==> src/rtl/watch_pkg.sv <==
// Shared encodings and timing helpers for the watch time-setting blocks.
package watch_pkg;

  localparam logic [1:0] FIELD_SEC  = 2'b00;
  localparam logic [1:0] FIELD_MIN  = 2'b01;
  localparam logic [1:0] FIELD_HOUR = 2'b10;

  typedef enum logic [1:0] {
    ST_IDLE   = 2'd0,
    ST_SEL    = 2'd1,
    ST_HOLD   = 2'd2,
    ST_REPEAT = 2'd3
  } state_t;

  localparam int unsigned CLK_HZ_DEFAULT = 100_000_000;
  localparam int unsigned MS_DIV         = CLK_HZ_DEFAULT / 1000;
  localparam int unsigned MS_CNT_W       = $clog2(MS_DIV);

  function automatic int unsigned ms_cnt_w(input int unsigned div);
    return (div > 1) ? $clog2(div) : 1;
  endfunction

  // Step the selected field toward hour (up) or toward sec (down), wrapping hour <-> sec.
  function automatic logic [1:0] field_step(input logic [1:0] f, input logic up);
    if (up) return (f == FIELD_HOUR) ? FIELD_SEC : f + 2'd1;
    else    return (f == FIELD_SEC)  ? FIELD_HOUR : f - 2'd1;
  endfunction

endpackage

==> src/rtl/ms_tick_gen.sv <==
// Free-running millisecond prescaler: one-cycle registered pulse every CLK_HZ/1000 clocks.
module ms_tick_gen
  import watch_pkg::*;
#(
  parameter int unsigned CLK_HZ = CLK_HZ_DEFAULT
) (
  input  logic clk,
  input  logic rst,
  output logic tick
);

  localparam int unsigned DIV = CLK_HZ / 1000;
  localparam int unsigned W   = ms_cnt_w(DIV);

  logic [W-1:0] r_cnt;
  logic         r_tick;
  logic         w_wrap;

  assign w_wrap = (r_cnt == W'(DIV - 1));
  assign tick   = r_tick;

  always_ff @(posedge clk) begin
    if (rst) begin
      r_cnt  <= '0;
      r_tick <= 1'b0;
    end else begin
      r_tick <= w_wrap;
      r_cnt  <= w_wrap ? '0 : r_cnt + W'(1);
    end
  end

endmodule

==> src/rtl/watch_set_ctrl.sv <==
// Time-setting sequencer: button edges -> field selection and inc/dec strobes with
// hold-to-repeat, plus a blink enable for the field being edited.
module watch_set_ctrl
  import watch_pkg::*;
#(
  parameter int unsigned CLK_HZ    = 100_000_000,
  parameter int unsigned HOLD_MS   = 500,
  parameter int unsigned REPEAT_MS = 100,
  parameter int unsigned BLINK_MS  = 250
) (
  input  logic       clk,
  input  logic       rst,
  input  logic       set_en,
  input  logic       btnU,
  input  logic       btnD,
  input  logic       btnL,
  input  logic       btnR,
  output logic [1:0] field_sel,
  output logic       inc_pulse,
  output logic       dec_pulse,
  output logic       blink_on,
  output logic       set_active
);

  localparam int unsigned T_MAX = (HOLD_MS > REPEAT_MS) ? HOLD_MS : REPEAT_MS;
  localparam int unsigned TW    = $clog2(T_MAX + 1);
  localparam int unsigned BW    = $clog2(BLINK_MS + 1);

  logic w_tick;

  ms_tick_gen #(.CLK_HZ(CLK_HZ)) u_ms_tick (
    .clk  (clk),
    .rst  (rst),
    .tick (w_tick)
  );

  state_t        r_state, w_state_n;
  logic          r_dir_up, w_dir_up_n;
  logic [TW-1:0] r_tcnt, w_tcnt_n, w_tcnt_inc, w_tlim;
  logic [BW-1:0] r_bcnt, w_bcnt_n, w_bcnt_inc;
  logic [3:0]    r_btn, w_btn, w_rise;
  logic [1:0]    w_field_n;
  logic          w_inc_n, w_dec_n, w_active_n, w_force, w_held, w_blink_n;

  // Button vector order: {U, D, L, R}
  assign w_btn      = {btnU, btnD, btnL, btnR};
  assign w_rise     = w_btn & ~r_btn;
  assign w_held     = r_dir_up ? btnU : btnD;
  assign w_tlim     = (r_state == ST_REPEAT) ? TW'(REPEAT_MS) : TW'(HOLD_MS);
  assign w_tcnt_inc = (r_tcnt == '1) ? r_tcnt : r_tcnt + TW'(1);
  assign w_bcnt_inc = (r_bcnt == '1) ? r_bcnt : r_bcnt + BW'(1);

  always_comb begin
    w_state_n  = r_state;
    w_dir_up_n = r_dir_up;
    w_tcnt_n   = r_tcnt;
    w_field_n  = field_sel;
    w_inc_n    = 1'b0;
    w_dec_n    = 1'b0;
    w_active_n = 1'b1;
    w_force    = 1'b0;
    if (!set_en) begin
      w_state_n  = ST_IDLE;
      w_active_n = 1'b0;
      w_force    = 1'b1;
    end else begin
      case (r_state)
        ST_IDLE: begin
          w_state_n = ST_SEL;
          w_field_n = FIELD_SEC;
          w_tcnt_n  = '0;
          w_force   = 1'b1;
        end
        ST_SEL: begin
          if (w_rise[3] || w_rise[2]) begin
            w_dir_up_n = w_rise[3];
            w_inc_n    = w_rise[3];
            w_dec_n    = ~w_rise[3];
            w_state_n  = ST_HOLD;
            w_tcnt_n   = '0;
            w_force    = 1'b1;
          end else if (!btnU && !btnD && (w_rise[1] ^ w_rise[0])) begin
            w_field_n = field_step(field_sel, w_rise[1]);
            w_force   = 1'b1;
          end
        end
        ST_HOLD, ST_REPEAT: begin
          if (!w_held) begin
            w_state_n = ST_SEL;
          end else if (w_tick) begin
            if (w_tcnt_inc >= w_tlim) begin
              w_inc_n   = r_dir_up;
              w_dec_n   = ~r_dir_up;
              w_state_n = ST_REPEAT;
              w_tcnt_n  = '0;
              w_force   = 1'b1;
            end else begin
              w_tcnt_n = w_tcnt_inc;
            end
          end
        end
        default: w_state_n = ST_IDLE;
      endcase
    end
  end

  // Any strobe, field change, entry or exit restarts the blink phase with the field visible.
  always_comb begin
    w_blink_n = blink_on;
    w_bcnt_n  = r_bcnt;
    if (w_force) begin
      w_blink_n = 1'b1;
      w_bcnt_n  = '0;
    end else if (w_tick) begin
      if (w_bcnt_inc >= BW'(BLINK_MS)) begin
        w_blink_n = ~blink_on;
        w_bcnt_n  = '0;
      end else begin
        w_bcnt_n = w_bcnt_inc;
      end
    end
  end

  always_ff @(posedge clk) begin
    if (rst) begin
      r_state    <= ST_IDLE;
      r_dir_up   <= 1'b0;
      r_tcnt     <= '0;
      r_bcnt     <= '0;
      r_btn      <= '0;
      field_sel  <= FIELD_SEC;
      inc_pulse  <= 1'b0;
      dec_pulse  <= 1'b0;
      blink_on   <= 1'b1;
      set_active <= 1'b0;
    end else begin
      r_state    <= w_state_n;
      r_dir_up   <= w_dir_up_n;
      r_tcnt     <= w_tcnt_n;
      r_bcnt     <= w_bcnt_n;
      r_btn      <= w_btn;
      field_sel  <= w_field_n;
      inc_pulse  <= w_inc_n;
      dec_pulse  <= w_dec_n;
      blink_on   <= w_blink_n;
      set_active <= w_active_n;
    end
  end

endmodule
==> config.mk <==
export PLATFORM = sky130hd
export DESIGN_NAME = watch_set_ctrl
export DESIGN_NICKNAME = d
export VERILOG_FILES = /design/src/rtl/watch_pkg.sv /design/src/rtl/ms_tick_gen.sv /design/src/rtl/watch_set_ctrl.sv
export SDC_FILE = /design/constraint.sdc
export NUM_CORES = 1
export LEC_CHECK = 0
export ABC_CLOCK_PERIOD_IN_PS = 2500
export CAP_MARGIN = 20
export CORE_MARGIN = 2
export CORE_UTILIZATION = 40
export CTS_BUF_LIST = sky130_fd_sc_hd__clkbuf_8
export DETAILED_ROUTE_END_ITERATION = 10
export PLACE_DENSITY = 0.7
export SYNTH_ARGS = -nofsm -noshare
export SYNTH_HDL_FRONTEND = slang
export SYNTH_SLANG_ARGS = --single-unit
==> constraint.sdc <==
create_clock -name clk -period 2.5 [get_ports clk]
set_clock_uncertainty 0.05 [all_clocks]
set_input_delay 0.5 -clock clk [delete_from_list [all_inputs] [get_ports clk]]
set_output_delay 0.5 -clock clk [all_outputs]
set_load 0.02 [all_outputs]
[Word level (Yosys, flattened, before mapping)]
Index checks and enable logic that the tools add are counted.
Storage, ports and cells
  flip-flop bits (word level): 48
  bits in latches: 0
  bits in writable memories: 0
  ROM bits: 0
  input bits: 7
  memories: 0
Cells by class
  $add $sub $neg: 5
  multipliers: 0
  div/mod/pow operators: 0
  magnitude comparators: 2
  eq/ne operators: 14
  shift-type cells: 0
  multiplexer cells: 39
  bitwise logic cells: 7
  reduce and logical (&&, ||, !) cells: 17
Operator list (count)
  $mux W9: 6
  $pmux W9 S3: 1
  $mux W2: 9
  $add A17 B1 Y17 const B: 1
  $eq A17 B17 Y1 const B: 1
  $mux W1: 16
  $mux W8: 2
  $add A9 B1 Y9 const B: 1
  $eq A9 B9 Y1 const B: 1
  $ge A9 B9 Y1: 1
  $add A8 B1 Y8 const B: 1
  $eq A8 B8 Y1 const B: 1
  $ge A8 B8 Y1 const B: 1
  $ne A2 B2 Y1 const B: 4
  $reduce_and A4 Y1: 2
  $reduce_or A2 Y1: 4
  $eq A2 B2 Y1 const B: 3
  $pmux W2 S3: 1
  $reduce_and A3 Y1: 2
  $and A4 B4 Y4: 1
  $logic_not A2 Y1: 2
  $not A1 Y1: 4
  $not A4 Y4: 1
  $pmux W1 S2: 2
  other kinds (14): 16

[Longest topological paths before layout]
Gate-level depths: netlist (run 1).
  word-level depth: 9
  depth in mapped cells: 13

[By module]
Synthesis (run 1) repeated with hierarchy kept, for this count alone.
Unflattened totals
  cells, all modules: 304
  area, all modules: 2675.1 µm²
Modules (own cells, without submodules)
  watch_set_ctrl: instances 1, cells an instance 216, area an instance 1813.0 µm²
  ms_tick_gen: instances 1, cells an instance 88, area an instance 862.1 µm²

[Worst setup path before layout (run 1)]
No wires, ideal clock.
  path type: register -> register
  start point: register r_tcnt[0]
  end point: register r_tcnt[5]
  library setup time: 142 ps
  arrival time: 2530 ps
  required time: 2308 ps
  path slack: -222 ps
  cell stages (with the launch flop): 14
  buffers on the path: 1
  path through: dfxtp_1 -> ha_1 -> and4_1 -> nor3_1 -> nand2_1 -> xnor2_1 -> ha_1 -> nand2_1 -> a41oi_1 -> o221ai_1 -> o211a_1 -> buf_2 -> a41oi_1 -> a2111oi_0
Between the ends
  word-level cells in the longest chain between the ends: 7
  elaborated cells on any way between the ends: 8
  classes of those cells: 1 x add/sub; 1 x order compare; 1 x eq/ne; 5 x mux
RTL lines
  from (decl): RTL line watch_set_ctrl.sv:39  | logic [TW-1:0] r_tcnt, w_tcnt_n, w_tcnt_inc, w_tlim;
  from (signal assigned): RTL line watch_set_ctrl.sv:139  | r_tcnt <= w_tcnt_n;
  $add A9 B1 Y9 or $eq A9 B9 Y1 (tied branches): RTL line watch_set_ctrl.sv:50  | assign w_tcnt_inc = (r_tcnt == '1) ? r_tcnt : r_tcnt + TW'(1);
  $mux W9 *: RTL line watch_set_ctrl.sv:50
  $ge A9 B9 Y1: RTL line watch_set_ctrl.sv:91  | if (w_tcnt_inc >= w_tlim) begin
  $mux W9 *: RTL line watch_set_ctrl.sv:91
  $mux W9 *: RTL line watch_set_ctrl.sv:90  | end else if (w_tick) begin
  $mux W9 *: RTL line watch_set_ctrl.sv:88  | if (!w_held) begin
  $pmux W9 S3 *: RTL line watch_set_ctrl.sv:67  | case (r_state)
Mark *: on every way between the ends. The rest lies on a longest branch, timed or not. The select of a mux whose other input is x is not followed.
A chain may end at the register's enable or synchronous reset.

[Final worst setup path (run 1)]
  start point: register r_tcnt[0]
  end point: register r_bcnt[6]
Between the ends
  word-level cells in the longest chain between the ends: 9
  elaborated cells on any way between the ends: 10
  classes of those cells: 1 x add/sub; 1 x order compare; 1 x eq/ne; 6 x mux; 1 x reduce/logical
RTL lines
  $add A9 B1 Y9 or $eq A9 B9 Y1 (tied branches): RTL line watch_set_ctrl.sv:50
  $mux W9 *: RTL line watch_set_ctrl.sv:50
  $ge A9 B9 Y1 *: RTL line watch_set_ctrl.sv:91
  $mux W1 *: RTL line watch_set_ctrl.sv:91
  $mux W1 *: RTL line watch_set_ctrl.sv:90
  $mux W1 *: RTL line watch_set_ctrl.sv:88
  $pmux W1 S3 *: RTL line watch_set_ctrl.sv:67
  $mux W1 *: RTL line watch_set_ctrl.sv:62  | if (!set_en) begin
  $reduce_or A2 Y1 (no source line) *
  to (signal assigned): RTL line watch_set_ctrl.sv:140  | r_bcnt <= w_bcnt_n;
  to (decl): RTL line watch_set_ctrl.sv:40  | logic [BW-1:0] r_bcnt, w_bcnt_n, w_bcnt_inc;
Mark *: on every way between the ends. The rest lies on a longest branch, timed or not.

==> impl_metrics.toml, run 1 <==
[sta]
finalHoldViolCount = 0
layout_min_cycle_time_ns = 2.655
timing_limited_maximum_frequency_mhz = 376.6
worst_max_slew_pin_slew_ns = 0.8144
min_period_over_period = 1.062
max-slew-margin-rel = 0.4529
totalNegativeSetupSlack_ns = -2.014
worst_slack_setup_final_ns = -0.1553
report.final.slew_viol_count = 0
unrepaired_setup_endpoints_after_global_routing = "true"
report.final.setup_viol = 21
fin_worst_hold_slack_ns = 0.4313

[power]
power.net_switching_mw = 0.3251
seq_power_share = 0.574
post-layout-total-power_mw = 1.366
power.static_leakage_nw = 1.079
sw_share = 0.2380
share_clk_of_total_power = 0.362
ratio_of_total_power_to_cell_area_nw_per_um2 = 440.2
share_comb_of_total_power = 0.064
highest_ir_drop_seen_on_vdd_mv = 0.2798
p_int_mw = 1.041

[hold_path]
worst_hold_path_type = "flip-flop to flip-flop"

[routing]
drt_pre_antenna_iters = 4
route.detailed.wl_per_inst_um = 13.44
drc_errors = 0
antenna_left = 0
initialDrtViolationCount = 175
route.vias.total = 2285
wl_um = 5589
via_per_inst = 5.493

[critical_path]
setup.reg_to_reg.worst_slack_ns = -0.16
critPathTopFamily = "compound AO/OA/AOI/OAI gates"
r2r.worst_path.cells = 12
regToRegStartpoint = "r_tcnt[0]"
cpPeakStageDelay_ns = 0.35
path_buf_inv = 0
crit_end = "r_bcnt[6]"
start_kind = "flip-flop"
critPathMaxFanout = 4
cp_data_arrival_time_ns = 2.77
worst_ep_required_time_ns = 2.61
critical_path.reg2reg.endpoint = "r_bcnt[6]"
cp_slowest_cell = "sky130_fd_sc_hd__dfxtp_2"
crit_path_start = "r_tcnt[0]"
cp_cell_sequence = "ha_4 > and4_1 > nor3_2 > nand2_1 > xnor2_2 > ha_1 > nand2_1 > a41oi_2 > o221ai_2 > o21ai_2 > a31o_1 > a211oi_1"
critPathKind = "flip-flop to flip-flop"
cp_common_cell = "sky130_fd_sc_hd__nand2_1"
critPathCaptureType = "flip-flop"
crit_cells = 12

[die]
core.rowCount = 28
core_area_um2 = 5956
dieWidth_um = 82.72
dieHeight_um = 82.72
boundaryPins = 13
design.die.area_um2 = 6843
floorplan.initialDensity = 0.4162

[clock_network]
hold_buffers = 0
cts_tree = "yes"
path_clk_slew_ns = 0.09
ctsRootBufferMaster = "sky130_fd_sc_hd__clkbuf_8"
cts-root-to-sink-buffers = 2
clk-insertion-delay-late_ns = 0.31
cts-buffers-inserted = 5
cts.sinks = 48
h-tree-depth = 2

[finish]
post-route-util = 0.5210
post_layout_nonfiller_instances = 416
regArea_um2 = 963.4
area_delta_synth_final_pct = 25.19
final_layout_size_suffix_gt1_frac = 0.1935
design.final.nets = 356
fillCellCount = 562
antenna_cells_inserted = 0
area_used_by_multi_input_combinational_logic_um2 = 1578
final_design_area_no_fill_um2 = 3103

[yosys]
synth_area_um2 = 2479
yosysMostFrequentCell = "sky130_fd_sc_hd__dfxtp_1"
yosysWarnings = 0
synth_area_leader_cell = "sky130_fd_sc_hd__dfxtp_1"
yosysTopAreaCellShare = 0.3877
synth_common_cells = "sky130_fd_sc_hd__dfxtp_1 (48), sky130_fd_sc_hd__nor2_1 (38), sky130_fd_sc_hd__nand2_1 (32), sky130_fd_sc_hd__nand3_1 (19), sky130_fd_sc_hd__a21oi_1 (15)"
synth_fp_nets = 320
postSynth.topFlopCell = "sky130_fd_sc_hd__dfxtp_1"
edff_count_synth = 0
yosys-top-cells-area = "sky130_fd_sc_hd__dfxtp_1 (39%), sky130_fd_sc_hd__nor2_1 (5.8%), sky130_fd_sc_hd__nand2_1 (4.8%), sky130_fd_sc_hd__ha_1 (4.5%), sky130_fd_sc_hd__xor2_1 (3.9%)"
yosys.cell_types.count = 53
synth_area_per_cell_um2 = 8.153
postSynthRegisterBits = 48
ys_async_sr_fraction = 0
synth_cells = 304
synth_seq_area_share = 0.3877

[outcome]
failed_checks = "setup timing"
status = "complete, but fails checks"

[placed_design]
gpl.final_weighted_congestion = 0.9256
post-dp-hpwl_um = 3857
dp.cells = 405
place_area_um2 = 2877
placement.io_buffers = 12
dpl_worst_slack_ns = -0.08989

[global_routing]
antenna_found_initial = 0
globalRouteTotalUtil = 0.1659
grt_pass1_wl_um = 8866
grt_pass1_vias = 2050
grt_overflow_total = 0
grt_start_max_net_pins = 19

[run]
maxCapViolations = 0
[power by group through the flow]
stage	sequential, mW	clock (mW)	combinational, mW
2_1_floorplan	0.803	0	0.0459
3_3_place_gp	0.801	0	0.0821
3_5_place_dp	0.802	0	0.0849
4_1_cts	0.784	0.511	0.0860
5_1_grt	0.785	0.545	0.0982
6_report	0.784	0.495	0.0877
[worst min-delay path by stage]
stage / start / to / slack [ns] / depth (start not counted)
3_3_place_gp: u_ms_tick.r_cnt[0] / u_ms_tick.r_cnt[0] / 0.40 / 1
3_5_place_dp: u_ms_tick.r_cnt[0] / u_ms_tick.r_cnt[0] / 0.42 / 1
5_1_grt: u_ms_tick.r_cnt[0] / u_ms_tick.r_cnt[0] / 0.46 / 1
6_report: u_ms_tick.r_cnt[0] / u_ms_tick.r_cnt[0] / 0.43 / 1
4_1_cts: u_ms_tick.r_cnt[0] / u_ms_tick.r_cnt[0] / 0.44 / 1
2_1_floorplan: u_ms_tick.r_cnt[0] / u_ms_tick.r_cnt[0] / 0.39 / 1
[per-layer routing]
metal | wire length (µm) | global-route usage | part of all wire | vias up
met4 | 63 | 0.04754 | 0.011 | 0
met5 | 0 | 0 | 0 | -
met1 | 2580 | 0.2049 | 0.46 | 1056
met3 | 256 | 0.05217 | 0.046 | 11
li1 | - | - | - | 1163
met2 | 2688 | 0.2774 | 0.48 | 55
[flip-flops by register name (all words and copies together) (netlist names), 2 cells and up]
signal           cells
r_tcnt               9
r_btn                4
r_bcnt               8
u_ms_tick.r_cnt     17
field_sel            2
r_state              2
[layout make-up]
cell class / instances / share of cell area
sequential: 48 / 0.3105
multi-input combinational: 236 / 0.5085
tap: 75 / 0.03024
inverter: 9 / 0.01089
clock inverter: 2 / 0.004435
timing repair buffer: 40 / 0.1089
clock buffer: 6 / 0.02661
[placed cells by master, fill, tap and decap left out, drive strengths merged, types with 7 or more instances in the layout]
cell,netlist,final
a21oi,15,15
buf,5,28
clkdlybuf4s50,0,12
dfxtp,48,48
ha,9,9
inv,9,10
nand2,32,32
nand2b,7,7
nand3,20,20
nor2,38,38
nor2b,8,8
nor3,7,7
o21ai,12,12
xor2,11,11
[cell families after synthesis]
logic type                 after synthesis  synth area share
buffers and inverters                   21           0.03332
and+or+nand+nor                        143            0.2913
AOI/OAI and AO/OA                       63            0.1696
adders and majority gates                9           0.04543
xor gates and xnor gates                17           0.06007
DFF                                     48            0.3877
muxes                                    3           0.01262
[worst reg2reg max path, cell delays in order (launching register included)]
cell and delay, ns:
sky130_fd_sc_hd__dfxtp_2 0.35, sky130_fd_sc_hd__ha_4 0.16, sky130_fd_sc_hd__and4_1 0.15, sky130_fd_sc_hd__nor3_2 0.24
sky130_fd_sc_hd__nand2_1 0.14, sky130_fd_sc_hd__xnor2_2 0.17, sky130_fd_sc_hd__ha_1 0.28, sky130_fd_sc_hd__nand2_1 0.06
sky130_fd_sc_hd__a41oi_2 0.17, sky130_fd_sc_hd__o221ai_2 0.15, sky130_fd_sc_hd__o21ai_2 0.27, sky130_fd_sc_hd__a31o_1 0.26
sky130_fd_sc_hd__a211oi_1 0.06
[what timing repair did]
item                       CTS  global route
cloned                       1             0
setup endpoints to repair    6            21
pin swaps                    3            20
setup buffers                0             2
hold endpoints to repair     0             0
gates resized for setup      5            20
No activity file was read; power rests on OpenSTA's default activity.
==> run 2, diff against run 1 <==
- SYNTH_HIERARCHICAL: not set -> 1
==> run 2 against run 1 <==
The flow still finishes with violations (setup timing). Flip-flop and latch count unchanged. First-iteration DRC count fell by 37%. Routed wire length rose by 8.2%.
==> impl_metrics.toml, run 2 <==
[sta]
timing_limited_maximum_frequency_mhz = 381.7
finalHoldViolCount = 0
report.final.slew_viol_count = 0
min_period_over_period = 1.048
totalNegativeSetupSlack_ns = -0.7809
worst_max_slew_pin_slew_ns = 0.4559
layout_min_cycle_time_ns = 2.620
max-slew-margin-rel = 0.6944
worst_slack_setup_final_ns = -0.1199
report.final.setup_viol = 16
unrepaired_setup_endpoints_after_global_routing = "true"

[die]
core.rowCount = 29
design.die.area_um2 = 7358
dieWidth_um = 85.78
floorplan.initialDensity = 0.4165
core_area_um2 = 6422
dieHeight_um = 85.78
boundaryPins = 13

[finish]
layout_top_registers = "u_ms_tick/r_cnt (17), r_tcnt (9), r_bcnt (8)"
max_flop_register = "u_ms_tick/r_cnt"
area_delta_synth_final_pct = 29.19
regArea_um2 = 975.9
design.final.nets = 374
antenna_cells_inserted = 0
final_cell_mix = "sky130_fd_sc_hd__dfxtp_1 (40), sky130_fd_sc_hd__buf_4 (40), sky130_fd_sc_hd__nor2_1 (35), sky130_fd_sc_hd__nand3_1 (15), sky130_fd_sc_hd__nand2_1 (14)"
largest_register_ffs = 17
area_used_by_multi_input_combinational_logic_um2 = 1773
post-route-util = 0.5381
fillCellCount = 570
final_layout_size_suffix_gt1_frac = 0.2869

[clock_network]
cts-buffers-inserted = 5
h-tree-depth = 2
cts_tree = "yes"
clk-insertion-delay-late_ns = 0.29
cts-root-to-sink-buffers = 2
ctsRootBufferMaster = "sky130_fd_sc_hd__clkbuf_8"
hold_buffers = 0
cts.sinks = 48
path_clk_slew_ns = 0.09

[power]
ratio_of_total_power_to_cell_area_nw_per_um2 = 416.6
post-layout-total-power_mw = 1.440
highest_ir_drop_seen_on_vdd_mv = 0.2773
power.static_leakage_nw = 1.291

[routing]
antenna_left = 0
drc_errors = 0
drt_pre_antenna_iters = 4
route.detailed.wl_per_inst_um = 13.87
wl_um = 6049
route.vias.total = 2394
initialDrtViolationCount = 111
via_per_inst = 5.491

[global_routing]
antenna_found_initial = 0
grt_overflow_total = 0
grt_pass1_vias = 2318
grt_start_max_net_pins = 17
grt_pass1_wl_um = 10380
globalRouteTotalUtil = 0.1705

[yosys]
synth_common_cells = "sky130_fd_sc_hd__dfxtp_1 (48), sky130_fd_sc_hd__nor2_1 (36), sky130_fd_sc_hd__nand2_1 (18), sky130_fd_sc_hd__nand3_1 (16), sky130_fd_sc_hd__xnor2_1 (14)"
synth_area_leader_cell = "sky130_fd_sc_hd__dfxtp_1"
postSynthRegisterBits = 48
ys_async_sr_fraction = 0
synth_cells = 304
yosys.cell_types.count = 69
yosysMostFrequentCell = "sky130_fd_sc_hd__dfxtp_1"
yosysTopAreaCellShare = 0.3592
synth_seq_area_share = 0.3592
synth_fp_nets = 320
postSynth.topFlopCell = "sky130_fd_sc_hd__dfxtp_1"
synth_area_per_cell_um2 = 8.800
yosys-top-cells-area = "sky130_fd_sc_hd__dfxtp_1 (36%), sky130_fd_sc_hd__nor2_1 (5.1%), sky130_fd_sc_hd__xnor2_1 (4.6%), sky130_fd_sc_hd__ha_1 (4.2%), sky130_fd_sc_hd__nand3_1 (3.0%)"
synth_area_um2 = 2675
yosysWarnings = 6
edff_count_synth = 0

[critical_path]
path_buf_inv = 1
critPathTopFamily = "simple AND/OR/NAND/NOR gates"
critPathMaxFanout = 7
worst_ep_required_time_ns = 2.63
cp_slowest_cell = "sky130_fd_sc_hd__dfxtp_4"
regToRegStartpoint = "r_tcnt[0]"
crit_path_start = "r_tcnt[0]"
critPathKind = "flip-flop to flip-flop"
cpPeakStageDelay_ns = 0.36
critPathCaptureType = "flip-flop"
cp_cell_sequence = "ha_4 > inv_4 > nor4_4 > nand2_2 > nand3_4 > xnor2_2 > ha_1 > o211ai_1 > a41oi_1 > nand3_1 > o2bb2ai_4 > and2_4 > a221o_1"
cp_data_arrival_time_ns = 2.75
start_kind = "flip-flop"

[hold_path]
hold_crit_start = "u_ms_tick/r_cnt[0]"
worst_hold_path_type = "flip-flop to flip-flop"

[placed_design]
post-dp-hpwl_um = 4221
placement.io_buffers = 12
gpl.final_weighted_congestion = 0.8532

[run]
maxCapViolations = 0

[outcome]
failed_checks = "setup timing"
status = "complete, but fails checks"
## run 2: changes by cell type in the layout (fill, tap and decap cells not counted), sizes merged, moves of 5 or more
cell,delta
nand2,-13
xnor2,+8
and4,+5
nor3,+5
nor4,+9
buf,+14
## run 2: layout make-up
type                    instances  area share
multi-input cells             236      0.5130
flip-flops and latches         48      0.2824
repair buffers                 54      0.1307
well taps                      77     0.02788
clock buffers                   5     0.01991
inverters                      13     0.01484
clock inverters                 3     0.01122
## run 2: report_power, final
part	total, mW	switching, mW	internal [mW]
Combinational	0.110	0.0538	0.0558
Clock	0.547	0.254	0.293
Sequential	0.784	0.0101	0.773
## run 2: cell families (layout without fill, tap and decap cells)
| group | count (synthesis) | count (layout) | synth area share |
|---|---|---|---|
| compound gates | 61 | 61 | 0.1689 |
| fa+ha+maj | 9 | 9 | 0.04210 |
| simple gates | 140 | 140 | 0.3078 |
| buf+inv | 20 | 75 | 0.03368 |
| flops | 48 | 48 | 0.3592 |
| mux | 5 | 5 | 0.01964 |
| xor+xnor | 21 | 21 | 0.06876 |
## run 2: timing repair
action / 4_1_cts / 5_1_grt
setup buffers: 5 / 4
endpoints found under the setup margin: 13 / 21
pin swaps: 3 / 7
resized for setup: 8 / 18
## run 2: metal layers
metal	global-route usage	wire [µm]	part of all wire	vias up
met3	0.03080	179	0.030	7
met5	0	0	0	-
li1	-	-	-	1224
met2	0.2805	2912	0.48	34
met1	0.2289	2886	0.48	1129
met4	0.04906	71	0.012	0
## run 2: worst register-to-register path: cells and delay by family, from the launching register on
kind / cells / cell delay, ns
xor+xnor: 1 / 0.06
compound gates: 4 / 0.78
buf+inv: 1 / 0.04
flops: 1 / 0.36
simple gates: 5 / 0.80
fa+ha+maj: 2 / 0.43
## run 2: through the flow
step	setup WS (ns)	hold slack, ns	std cells	instance area [µm²]
final	-0.1199	0.4368	436	3456
after global routing	-0.2794	0.4606	436	3456
after CTS	-0.05751	0.4413	432	3347
after detailed placement	-0.1197	0.4193	419	3174
after global placement	-0.07393	0.4084	419	3174
after floorplan	0.002944	0.3906	304	2744
## run 2: final timing paths
kind         cells after the start  slack, ns                  to
min reg2reg                      1       0.44  u_ms_tick/r_cnt[0]
max reg2reg                     13      -0.12           r_tcnt[7]
min                              1       0.44  u_ms_tick/r_cnt[0]
max                             13      -0.12           r_tcnt[7]
